### config.mk
export PLATFORM = sky130hd
export DESIGN_NAME = seg_mux_sched
export DESIGN_NICKNAME = d
export VERILOG_FILES = /design/src/rtl/seg_mux_sched.sv
export SDC_FILE = /design/constraint.sdc
export NUM_CORES = 1
export LEC_CHECK = 0
export ABC_AREA = 1
export CAP_MARGIN = 20
export CORE_ASPECT_RATIO = 1.4
export CORE_MARGIN = 3
export CORE_UTILIZATION = 35
export CTS_BUF_LIST = sky130_fd_sc_hd__clkbuf_8
export DETAILED_ROUTE_END_ITERATION = 6
export PLACE_DENSITY = 0.63
export SLEW_MARGIN = 20
export SYNTH_ARGS = -nofsm -noshare
export SYNTH_HDL_FRONTEND = slang
export SYNTH_SLANG_ARGS = --single-unit
### constraint.sdc
create_clock -name clk -period 1.6 [get_ports clk]
set_input_delay 0.32 -clock clk [delete_from_list [all_inputs] [get_ports clk]]
set_output_delay 0.32 -clock clk [all_outputs]
set_load 0.02 [all_outputs]
### src/rtl/seg_mux_sched.sv
// seg_mux_sched: round-robin seven-segment digit scanner with blanking gaps and frame-aligned loads
// Ports: clk, reset_n (async active-low); en scan enable; load_data/load_valid/load_ready
// load handshake (nibble i at [4i+3:4i]); nibble_out/digit_sel feed the shared decoder;
// anode_n active-low anode drive; frame_done pulses once per completed frame.
module seg_mux_sched #(
  parameter int NUM_DIGITS   = 2,
  parameter int DWELL_CYCLES = 32,
  parameter int BLANK_CYCLES = 4
) (
  input  logic                          clk,
  input  logic                          reset_n,
  input  logic                          en,
  input  logic [4*NUM_DIGITS-1:0]       load_data,
  input  logic                          load_valid,
  output logic                          load_ready,
  output logic [3:0]                    nibble_out,
  output logic [$clog2(NUM_DIGITS)-1:0] digit_sel,
  output logic [NUM_DIGITS-1:0]         anode_n,
  output logic                          frame_done
);
  localparam int MX = DWELL_CYCLES > BLANK_CYCLES ? DWELL_CYCLES : BLANK_CYCLES;
  localparam int CW = $clog2(MX + 1);
  localparam int SW = $clog2(NUM_DIGITS);
  localparam logic [CW-1:0] DW_LAST = CW'(DWELL_CYCLES - 1);
  localparam logic [CW-1:0] BL_LAST = CW'(BLANK_CYCLES > 0 ? BLANK_CYCLES - 1 : 0);
  localparam logic [SW-1:0] SEL_LAST = SW'(NUM_DIGITS - 1);
  typedef enum logic [1:0] {IDLE, BLANK, SHOW} state_t;
  // Each digit starts with a blank phase unless blanking is disabled.
  localparam state_t FIRST = BLANK_CYCLES == 0 ? SHOW : BLANK;
  state_t state_q, state_d;
  logic [CW-1:0] cnt_q, cnt_d;
  logic [SW-1:0] sel_q, sel_d;
  logic [NUM_DIGITS-1:0] an_q, an_d;
  logic [3:0] nib_q, nib_d;
  logic fd_q, fd_d;
  logic [4*NUM_DIGITS-1:0] act_q, act_d, pend_q, pend_d;
  logic pflag_q, pflag_d;
  logic take, dwell_end, frame_end, copy;
  always_comb begin
    take = load_valid && !pflag_q;
    dwell_end = state_q == SHOW && cnt_q == DW_LAST;
    frame_end = dwell_end && sel_q == SEL_LAST;
    state_d = state_q;
    cnt_d = cnt_q + 1'b1;
    sel_d = sel_q;
    case (state_q)
      IDLE: begin
        cnt_d = '0;
        sel_d = '0;
        state_d = en ? FIRST : IDLE;
      end
      BLANK: if (cnt_q == BL_LAST) begin
        state_d = SHOW;
        cnt_d = '0;
      end
      SHOW: if (dwell_end) begin
        cnt_d = '0;
        sel_d = (frame_end || !en) ? '0 : sel_q + 1'b1;
        state_d = en ? FIRST : IDLE;
      end
      default: state_d = IDLE;
    endcase
    // Pending values are promoted only between frames (or while idle) so a frame never tears.
    copy = pflag_q && (state_q == IDLE || frame_end);
    act_d = copy ? pend_q : act_q;
    pend_d = take ? load_data : pend_q;
    pflag_d = take || (pflag_q && !copy);
    fd_d = frame_end;
    // Outputs are derived from the next state so the registered outputs track the FSM state.
    an_d = '1;
    if (state_d == SHOW) an_d[sel_d] = 1'b0;
    nib_d = state_d == IDLE ? 4'h0 : act_d[{sel_d, 2'b00} +: 4];
  end
  always_ff @(posedge clk or negedge reset_n) begin
    if (!reset_n) begin
      state_q <= IDLE;
      cnt_q   <= '0;
      sel_q   <= '0;
      an_q    <= '1;
      nib_q   <= '0;
      fd_q    <= 1'b0;
      act_q   <= '0;
      pend_q  <= '0;
      pflag_q <= 1'b0;
    end else begin
      state_q <= state_d;
      cnt_q   <= cnt_d;
      sel_q   <= sel_d;
      an_q    <= an_d;
      nib_q   <= nib_d;
      fd_q    <= fd_d;
      act_q   <= act_d;
      pend_q  <= pend_d;
      pflag_q <= pflag_d;
    end
  end
  assign load_ready = ~pflag_q;
  assign nibble_out = nib_q;
  assign digit_sel  = sel_q;
  assign anode_n    = an_q;
  assign frame_done = fd_q;
endmodule

* After elaboration in Yosys (flattened, before gate mapping)
Index checks and enable logic that the tools add are counted.
** Word-level totals
- Register bits :: 33
- Input bits :: 12
** Operators by class
- Add/sub/neg operators :: 2
- Shift-type cells :: 1
- Reduce and logical (&&, ||, !) cells :: 14
- Bitwise logic cells :: 2
- Order comparisons :: 2
- Equal/unequal tests :: 5
- Mux-type cells :: 15
** Operators by type and width (count)
- 6-bit one-hot mux with 3 select lines :: 1
- 6-bit two-way mux :: 2
- 8-bit two-way mux :: 1
- 8-bit by 4-bit variable part select with 4-bit output :: 1
- 6-bit by 1-bit adder with 6-bit output, second input constant :: 1
- 6-bit by 2-bit == test with 1-bit output, second input constant :: 1
- 6-bit by 5-bit == test with 1-bit output, second input constant :: 1
- 1-bit logical AND :: 6
- 2-bit two-way mux :: 3
- 2-bit one-hot mux with 3 select lines :: 1
- 2-bit == test, second input constant :: 2
- 2-bit zero test :: 2
- 1-bit two-way mux :: 4
- 4-bit two-way mux :: 1
- 1-bit zero test :: 3
- 1-bit logical OR :: 3
- 2-bit by 1-bit == test with 1-bit output, second input constant :: 1
- 1-bit by 2-bit less-than comparator with 1-bit output, second input constant :: 1
- 2-bit NOT :: 1
- 1-bit one-hot mux with 2 select lines :: 1
- 1-bit adder, second input constant :: 1
- 1-bit demux with 1-bit select :: 1
- 1-bit greater-or-equal comparator, second input constant :: 1
- 1-bit NOT :: 1

* Logic depth before layout (Yosys ltp)
Gate-level depths: netlist (run 1).
- Word-level depth :: 13
- Mapped depth :: 10

* Worst setup path after synthesis (run 1)
No wires, ideal clock.
- Path kind :: register to register
- Start point :: reg cnt_q[0]
- End point :: reg nib_q[0] (netlist: nibble_out[0])
- Clock period less this slack :: 1414 ps
- Arrival time :: 1297 ps
- Path slack :: 186 ps
- Stages on the path, launching flop included :: 11
- Cells stage by stage :: dfrtp_1 ha_1 nand3_2 nor2_2 nand3_2 nand2_4 nand2_4 nand2_1 nand2_2 nor2_1 nor2_1
** On the way
- Elaborated cells on any way between the ends :: 17
- Those cells by class :: eq/ne: 2; shift: 1; mux: 8; reduce/logical: 6
** RTL lines
- start, declared :: line 31 : logic [CW-1:0] cnt_q, cnt_d;
- start signal, assigned :: line 87 : cnt_q <= cnt_d;
- 6-bit by 5-bit == test with 1-bit output :: line 41 : dwell_end = state_q == SHOW && cnt_q == DW_LAST;
- 1-bit logical AND :: line 41
- 1-bit logical AND :: line 42 : frame_end = dwell_end && sel_q == SEL_LAST;
- 1-bit logical OR :: line 64 : copy = pflag_q && (state_q == IDLE || frame_end);
- 1-bit logical AND :: line 64
- 8-bit two-way mux :: line 65 : act_d = copy ? pend_q : act_q;
- via act_d[4] :: line 36 : logic [4*NUM_DIGITS-1:0] act_q, act_d, pend_q, pend_d;
- 8-bit by 4-bit variable part select with 4-bit output :: line 72 : nib_d = state_d == IDLE ? 4'h0 : act_d[{sel_d, 2'b00} +: 4];
- 4-bit two-way mux :: line 72
- via nib_d[0] :: line 34 : logic [3:0] nib_q, nib_d;
- end signal, assigned :: line 90 : nib_q <= nib_d;
- end, declared :: line 34
The timed path passes the listed nets, and every way through them passes these cells.
A chain may end at the register's enable or synchronous reset.

* Worst setup path after layout (run 1)
- Start point :: reg nib_q[1] (netlist: nibble_out[1])
- End point :: out nibble_out[1]
** RTL lines
- end, declared :: line 16 : output logic [3:0] nibble_out,
No word-level cell between the ends.

==> impl_metrics.toml, run 1 <==
[cells_and_area]
regArea_um2 = 828.3
nNetsFinal = 188
multi_input_area_um2 = 584.3
drive_above_1_share_pct = 21.02
area_growth_syn_to_layout_pct = 27.94
fin_cells = 218
n_antenna_cell = 0
fillerInstances = 369
final_util_pct = 48.28

[critical_path]
rr_startpoint = "cnt_q[0]"
cp.buffers_inverters = 1
r2r_end = "nibble_out[2]"
worst_ep_arrival_time_ps = 1210
endpoint_kind = "output port"
critical_path_class = "reg2out"
required_ps = 1280
worst_path_max_delay_cell = "clkdlybuf4s50_1"
rrSetupSlack_ps = 90
cp-start-kind = "register"
crit_chain = "clkdlybuf4s50_1"
cp_max_fo = 1
r2r_cells = 9
crit_family = "buffers and inverters"
cp_slowest_stage_delay_ps = 600
critPathLaunch = "nibble_out[1]"

[routing]
wire_per_inst_um = 12.61
route.vias.total = 1061
drc_errors = 0
drt_first_pass_iters = 4
drt_wl_total_um = 2750
viasPerCell = 4.867
drt_iter0_markers = 42
ant_nets = 0

[placed_design]
portBuffers = 20
dp_slack_ps = 44.48
place_congestion = 0.8486
placedCellCount = 208
dp_hpwl_um = 1983

[status]
status = "complete, no violations"

[timing]
setup_tns_ps = 0
max_freq_ghz = 0.6537
setup_ws_ps = 70.15
setup_viol = 0
fin_crit_ps = 1530
finalCritPeriodShare_pct = 95.62
rsz0062_at_grt = "true"
worst_slew_pin_slew_ps = 409.7
slew_headroom_pct = 72.69
report.final.slew_viol_count = 0
final-hold-violation-count = 0
finClkSkew_ps = 5.638

[power_and_ir_drop]
p_leak_nw = 0.9101
p_sw_share_pct = 36.97
p_clk_share_pct = 19.4
vdd_drop_max_v = 0.001153
powerDensity_mw_per_mm2 = 1750
comb_power_share_pct = 38.5
seqPwrFrac_pct = 42.1
intPower_w = 0.002010
p_sw_w = 0.001179

[yosys]
synth.top_cell.area_share_pct = 54.48
async_flop_share_pct = 100.0
yosysWarnings = 0
synth_area_leaders = "dfrtp_1 (54%), nand2_1 (8.4%), nand3_1 (6.7%)"
yosysMostFrequentCell = "nand2_1"
synth-seq-cells = 33
synth-edff-count = 0
syn_inst = 145
yosys-top-cells-count = "nand2_1 (32), dfrtp_1 (31), nand3_1 (19), nor2_1 (17), inv_1 (12)"
netlist.top_cell.by_area = "dfrtp_1"
syn_area_per_cell_um2 = 9.820
synth_cell_types = 22
synth_fp_nets = 158
synth_area_mm2 = 0.001424
yosys_most_used_dff = "dfrtp_1"
ys_seq_area_share_pct = 58.17

[clock_tree]
clkLatencyLatePin_ps = 290
hold_buffers = 0
htree_levels = 2
cts_buffer_depth = 2
cts_buffers = 5
cts_root_buf = "clkbuf_8"
cts_tree = "yes"
path_clk_slew_ps = 70
clock-sinks = 33

[die]
core_mm2 = 0.003774
start_util_pct = 37.73
die_w_um = 59.91
io_pins = 21
die_area_mm2 = 0.004880
die_h_um = 81.47
rows = 26

[grt]
grt_pass1_wl_um = 4464
grt_max_degree = 34
grt_pass1_vias = 1053
antenna_found_initial = 0
track_usage_pct = 12.43
grt_overflow = 0

[job]
cap_viol_max_count = 0

[worst_hold_path]
worstHoldPathType = "in2async"
==> layer usage <==
layer | track usage (%) | up-vias | wire (um)
met5 | 0 | - | 0
met4 | 6.430 | 0 | 40
met3 | 4.245 | 4 | 148
met2 | 20.02 | 25 | 1394
met1 | 14.37 | 505 | 1167
li1 | - | 527 | -
==> how the worst max path moves through the flow <==
stage          slack (ps)  cells after the start            end
3_5_place_dp           40                     10  nibble_out[1]
4_1_cts                40                     10  nibble_out[2]
3_3_place_gp           80                     10  nibble_out[2]
6_report               70                      1  nibble_out[1]
5_1_grt               -20                     10  nibble_out[0]
2_1_floorplan         190                     10  nibble_out[0]
==> cells in the final DEF (no fill, tap or decap), drive strengths merged, types with 3 or more instances in the layout <==
cell	n
buf	3
clkbuf	6
clkdlybuf4s50	16
dfrtp	31
dlygate4sd2	4
inv	15
mux2	8
nand2	40
nand3	21
nor2	19
==> sequential cells by signal, summed over array words and instances, names as in the netlist <==
| register | cells |
|---|---|
| act_q | 8 |
| pend_q | 8 |
| cnt_q | 6 |
| nibble_out | 4 |
| anode_n | 2 |
| state_q | 2 |
| digit_sel | 1 |
| frame_done | 1 |
| pflag_q | 1 |
==> area by class of cell <==
| class | count | share of cell area [%] |
|---|---|---|
| clock buffers | 6 | 4.533 |
| clock inverters | 2 | 0.4121 |
| well taps | 42 | 2.885 |
| multi-input cells | 99 | 32.07 |
| flip-flops and latches | 33 | 45.47 |
| inverters | 13 | 2.679 |
| repair buffers | 23 | 11.95 |
==> through the flow <==
stage	instance area [um2]	hold WS [ps]	power (W)
global route	1822	476.7	0.003436
detailed placement	1680	449.9	0.002538
finish	1822	433.9	0.003189
CTS	1765	448.2	0.003153
global placement	1680	442.4	0.002494
floorplan	1424	24.41	0.002180
==> cells by family after synthesis <==
logic type	synth area share, %
simple gates	26.80
mux	6.327
xor+xnor	0.6152
flops	58.17
compound gates	2.988
fa+ha+maj	0.8786
buf+inv	4.217
==> power groups by stage <==
stage               registers, W  clock network (W)  logic [W]
floorplan                0.00135                  0   0.000828
global placement         0.00134                  0    0.00116
detailed placement       0.00134                  0    0.00119
CTS                      0.00133           0.000644    0.00118
global route             0.00138           0.000679    0.00138
finish                   0.00134           0.000619    0.00123
==> timing repair <==
item | 4_1_cts | 5_1_grt
setup buffers | 0 | 1
setup endpoints to repair | 4 | 5
gates resized for setup | 4 | 8
gates cloned | 0 | 1
pin swaps | 0 | 3
Note: power is estimated with default switching activity, not from simulation.
==> run 2, diff against run 1 <==
--- a/config.mk
+++ b/config.mk
@@ -13,7 +13,8 @@
 export CTS_BUF_LIST = sky130_fd_sc_hd__clkbuf_8
 export DETAILED_ROUTE_END_ITERATION = 6
 export PLACE_DENSITY = 0.63
-export SLEW_MARGIN = 20
+export SKIP_LAST_GASP = 1
+export SLEW_MARGIN = 5
 export SYNTH_ARGS = -nofsm -noshare
 export SYNTH_HDL_FRONTEND = slang
 export SYNTH_SLANG_ARGS = --single-unit
==> results of run 2 <==
No change in the layout: final DEF, timing and power equal those of run 1.
